`config.mk`:
```
export PLATFORM = sky130hd
export DESIGN_NAME = instr_loader
export DESIGN_NICKNAME = d
export VERILOG_FILES = /design/src/rtl/instr_loader_pkg.sv /design/src/rtl/instr_loader_byte_packer.sv /design/src/rtl/instr_loader.sv
export SDC_FILE = /design/constraint.sdc
export NUM_CORES = 1
export LEC_CHECK = 0
export CORE_MARGIN = 3
export CORE_UTILIZATION = 50
export DETAILED_ROUTE_END_ITERATION = 12
export PLACE_DENSITY = 0.72
export SLEW_MARGIN = 25
export SYNTH_ARGS = -nofsm -noshare
export SYNTH_HDL_FRONTEND = slang
export SYNTH_SLANG_ARGS = --single-unit
```
`constraint.sdc`:
```
create_clock -name clk_i -period 4.2 [get_ports clk_i]
set_input_delay 0.84 -clock clk_i [delete_from_list [all_inputs] [get_ports clk_i]]
set_output_delay 0.84 -clock clk_i [all_outputs]
set_load 0.01 [all_outputs]
```
`src/rtl/instr_loader_pkg.sv`:
```
// Shared types and constants for the boot-time instruction loader.
package instr_loader_pkg;

   typedef enum logic [2:0] {
      StHdr,
      StData,
      StCsum,
      StDone,
      StErr
   } state_e;

   localparam int unsigned HDR_BYTES  = 4;
   localparam int unsigned WORD_BYTES = 4;

endpackage

```
`src/rtl/instr_loader_byte_packer.sv`:
```
// Little-endian 8-to-32 packer; word_valid_o pulses combinationally with the last byte of a word.
module byte_packer
   import instr_loader_pkg::*;
(
   input  logic        clk_i,
   input  logic        rst_i,
   input  logic        byte_en_i,
   input  logic [7:0]  byte_i,
   output logic        word_valid_o,
   output logic [31:0] word_o
);

   localparam int unsigned CntW = $clog2(WORD_BYTES);

   logic [CntW-1:0] cnt_q;
   logic [31:0]     shift_q;

   // Newest byte enters at the top, so after four bytes the first one sits at [7:0].
   assign word_o       = {byte_i, shift_q[31:8]};
   assign word_valid_o = byte_en_i && (cnt_q == CntW'(WORD_BYTES - 1));

   always_ff @(posedge clk_i) begin
      if (rst_i) begin
         cnt_q   <= '0;
         shift_q <= '0;
      end else if (byte_en_i) begin
         cnt_q   <= cnt_q + 1'b1;
         shift_q <= word_o;
      end
   end

endmodule

```
`src/rtl/instr_loader.sv`:
```
// Boot loader: parses header/payload/checksum byte stream and writes instruction memory,
// holding the CPU in reset until a checksummed image is in place.
module instr_loader
   import instr_loader_pkg::*;
#(
   parameter int unsigned INSTR_NUM_BITS_WIDTH = 20
) (
   input  logic        clk_i,
   input  logic        rst_i,
   input  logic        byte_valid_i,
   input  logic [7:0]  byte_data_i,
   output logic        byte_ready_o,
   output logic        wr_en_o,
   output logic [31:0] wr_addr_o,
   output logic [31:0] wr_data_o,
   output logic        cpu_hold_o,
   output logic        load_done_o,
   output logic        load_err_o
);

   localparam int unsigned IdxW     = INSTR_NUM_BITS_WIDTH + 1;
   localparam logic [32:0] MaxWords = 33'(1) << INSTR_NUM_BITS_WIDTH;

   state_e          state_q, state_d;
   logic [31:0]     n_q, n_d;
   logic [IdxW-1:0] idx_q, idx_d;
   logic [7:0]      csum_q, csum_d;
   logic            wr_en_q, wr_en_d;
   logic [31:0]     wr_addr_q, wr_addr_d;
   logic [31:0]     wr_data_q, wr_data_d;

   logic            accept;
   logic            pack_en;
   logic            word_valid;
   logic [31:0]     word;

   assign accept  = byte_valid_i && byte_ready_o;
   assign pack_en = accept && ((state_q == StHdr) || (state_q == StData));

   byte_packer u_byte_packer (
      .clk_i        (clk_i),
      .rst_i        (rst_i),
      .byte_en_i    (pack_en),
      .byte_i       (byte_data_i),
      .word_valid_o (word_valid),
      .word_o       (word)
   );

   always_comb begin
      state_d   = state_q;
      n_d       = n_q;
      idx_d     = idx_q;
      csum_d    = csum_q;
      wr_en_d   = 1'b0;
      wr_addr_d = wr_addr_q;
      wr_data_d = wr_data_q;
      unique case (state_q)
         StHdr: begin
            if (word_valid) begin
               n_d = word;
               if ({1'b0, word} > MaxWords) begin
                  state_d = StErr;
               end else if (word == '0) begin
                  state_d = StCsum;
               end else begin
                  state_d = StData;
               end
            end
         end
         StData: begin
            if (accept) begin
               csum_d = csum_q ^ byte_data_i;
            end
            if (word_valid) begin
               wr_en_d   = 1'b1;
               wr_addr_d = 32'(idx_q) << 2;
               wr_data_d = word;
               idx_d     = idx_q + 1'b1;
               if (32'(idx_d) == n_q) begin
                  state_d = StCsum;
               end
            end
         end
         StCsum: begin
            if (accept) begin
               state_d = (byte_data_i == csum_q) ? StDone : StErr;
            end
         end
         default: ;
      endcase
   end

   always_ff @(posedge clk_i) begin
      if (rst_i) begin
         state_q   <= StHdr;
         n_q       <= '0;
         idx_q     <= '0;
         csum_q    <= '0;
         wr_en_q   <= 1'b0;
         wr_addr_q <= '0;
         wr_data_q <= '0;
      end else begin
         state_q   <= state_d;
         n_q       <= n_d;
         idx_q     <= idx_d;
         csum_q    <= csum_d;
         wr_en_q   <= wr_en_d;
         wr_addr_q <= wr_addr_d;
         wr_data_q <= wr_data_d;
      end
   end

   assign byte_ready_o = (state_q == StHdr) || (state_q == StData) || (state_q == StCsum);
   assign wr_en_o      = wr_en_q;
   assign wr_addr_o    = wr_addr_q;
   assign wr_data_o    = wr_data_q;
   assign cpu_hold_o   = (state_q != StDone);
   assign load_done_o  = (state_q == StDone);
   assign load_err_o   = (state_q == StErr);

endmodule
```
==> results.md <==
* Antenna Nets Post-Route at 0
* Crit-path cells: ha_1 -> nand3_2 -> nor4_1 -> xnor2_1 -> a211o_1 -> nor4_2 -> nand4_1 -> a211oi_2
* Starting Density at 0.515
* P&R area growth vs syn at 21.7%
* Fmax at 0.341 GHz
* P_leak at 0.00251 µW
* CTS tree: built
* Worst-case clock buffer depth at 2
* Top_reg_cell synth: dfxtp_1
* Metal1 wirelength at 6760 µm
* DR DRC count at 0
* # hold bufs at CTS at 0
* FF/Latch Area at 2880 µm²
* Via Count at 5323
* Layout Cells excl Fill at 1019
* Crit path depth at 8
* Inst Count DP at 988
* Largest net degree at the start of global routing at 74
* Vias in the first global route at 5118
* Routability congestion estimate at 0.878
* Synth area leader: dfxtp_1
* Hold Path Sink: n_q[28]
* I/O Pins at 80
* PD cells at 427 nW/µm²
* DR pass1 iterations at 5
* Asr flop ratio synth at 0
* Least-Margin Pin Slew at 836 ps
* Worst path max stage delay at 540 ps
* Reg clk slew, reported paths at 60 ps
* GRT overflow at 0
* Worst-path fanout max at 9
* Met2 Routed Length at 6890 µm
* Post-synthesis average cell area at 7.80 µm²
* Die Wd at 118 µm
* Syn Inst Count at 800
* Met3 WL at 873 µm
* Post-synth top cells: nand2_1 (255), dfxtp_1 (144), a21oi_1 (118), nor2_1 (47), xnor2_1 (44)
* DR WL/cell at 14.6 µm
* Slew Viols, Final at 0
* Final WS setup at 1270 ps
* Max cap viols at 0
* Clk sinks at 144
* CP startpoint kind: flip-flop
* HP Class: flip-flop to flip-flop
* Layout cell share with drive strength beyond 1 at 0.0670
* Crit Reg-Reg Startpoint: idx_q[0]
* IO buf count at 68
* Reg2reg end: state_q[1]
* WL final at 14800 µm
* Post-synthesis cell type count at 51
* Relative slew slack at 0.442
* Initial antenna violation count at 0
* WP buf/inv at 0
* Cells on worst reg2reg path at 8
* Fin crit share at 0.698
* Die height at 118 µm
* DR vias/cell at 5.22
* Post-CTS sizing at 0
* Critical path endpoint category: flip-flop
* Final HPWL from detailed placement at 10100 µm
* Setup bufs post-CTS at 0
* Total GRT Usage at 0.218
* Ant. Diodes at 0
* Fillers at 1084
* Syn Std Cell Area at 6240 µm²
* Flops & latches, synth at 144
* CTS H-tree depth at 4
* Final Hold Viols at 0
* Critical path class: flip-flop to flip-flop
* Register area share after synthesis at 0.462
* CP max-delay cell: nor4_1
* Row count at 40
* Setup TNS at 0 ps
* Area of the multi-input gates at 3050 µm²
* Endpoints failing setup at 0
* Top layer in use: met4
* Post-place setup slack at 882 ps
* Top delay family on crit path: simple AND/OR/NAND/NOR gates
* Hold path startpoint: n_q[28]
* EDFF count, synth at 0
* Detailed Route Iter0 Violations at 352
* Clk_lat worst skew at 420 ps
* Worst hold margin at 451 ps
* Nets at 852
* Top-count cell post-synth: nand2_1
* Worst path arrival time at 3270 ps
* CTS root buf: clkbuf_16
* RSZ-0062 raised after global routing: no
* Worst vdd rail ir drop at 0.285 mV
* Core ar. at 12100 µm²
* CP required at 4540 ps
* R2R setup slack at 1270 ps
* Clock Skew at 6.51 ps
* Ys Warns at 0
* Cells on Worst Hold Path at 2
* Synth top area share at 0.462
* Die Area at 13900 µm²
* First-pass GRT wire length at 24900 µm
* Status: finished, final reports clean
* Cts bufs inserted at 17
* Tmin final at 2930 ps
* Largest cells by area after synthesis: dfxtp_1 (46%), nand2_1 (15%), a21oi_1 (9.5%)
-- metrics by stage --
stage | power [µW] | util | instance area (µm²)
2_1_floorplan | 1510 | - | 6280
3_3_place_gp | 1540 | 0.571 | 6920
3_5_place_dp | 1540 | 0.571 | 6920
4_1_cts | 3250 | 0.627 | 7590
5_1_grt | 3330 | 0.627 | 7590
6_report | 3240 | 0.627 | 7590
-- per-layer routing --
metal  GRT usage  up-vias
met1       0.287     2433
li1            -     2677
met4      0.0967        0
met3      0.0466       24
met5           0        -
met2       0.346      189
-- kinds of logic (layout without fill, tap and decap cells) --
kind of cell,count (synthesis),in the layout,share of synthesized area
other cells,1,11,0.000601
fa+ha+maj,2,2,0.00401
mux,4,4,0.00662
flops,144,144,0.462
buf+inv,75,116,0.0566
compound gates,140,140,0.119
xor+xnor,65,65,0.0913
simple gates,369,369,0.260
-- worst register-to-register path, stage by stage, from the launching register on --
cell and delay [ps]:
dfxtp_1 520, ha_1 300, nand3_2 240, nor4_1 550
xnor2_1 240, a211o_1 340, nor4_2 200, nand4_1 210
a211oi_2 250
-- cell type report --
type / instances / area share
Sequential cell: 144 / 0.380
Clock buffer: 20 / 0.0575
Inverter: 9 / 0.00445
Clock inverter: 11 / 0.0312
Multi-Input combinational cell: 591 / 0.402
Tap cell: 168 / 0.0277
Timing Repair Buffer: 76 / 0.0973
-- registers in the layout, summed over array words and instances (netlist names) --
register	count
n_q	32
wr_data_o	32
u_byte_packer.shift_q	24
idx_q	21
wr_addr_o	21
csum_q	8
state_q	3
u_byte_packer.cnt_q	2
wr_en_o	1
-- layout by cell type, fill, tap and decap left out, drive strengths merged, types with 7 or more instances in the layout --
cell type        n
a21oi          118
conb            11
o21ai            9
bufinv           7
clkdlybuf4s50   67
xor2            21
nand4           10
dfxtp          144
clkbuf          20
nor4            18
nand3           10
nand2          255
nor3            10
buf              9
inv              9
xnor2           44
nor2            47
-- power breakdown --
part           leakage, µW  internal (µW)  total (µW)  switching [µW]
logic              0.00102           36.6         112            74.9
clock network     0.000324           1170        1720             555
registers          0.00116           1380        1400            22.2
total              0.00251           2590        3240             652
-- worst max-delay path by stage --
stage                      start    endpoint
global placement    byte_valid_i  state_q[1]
global route            idx_q[0]  state_q[1]
detailed placement  byte_valid_i  state_q[1]
floorplan           byte_valid_i  state_q[1]
CTS                     idx_q[0]  state_q[1]
finish                  idx_q[0]  state_q[1]
Note: power is estimated with default switching activity, not from simulation.
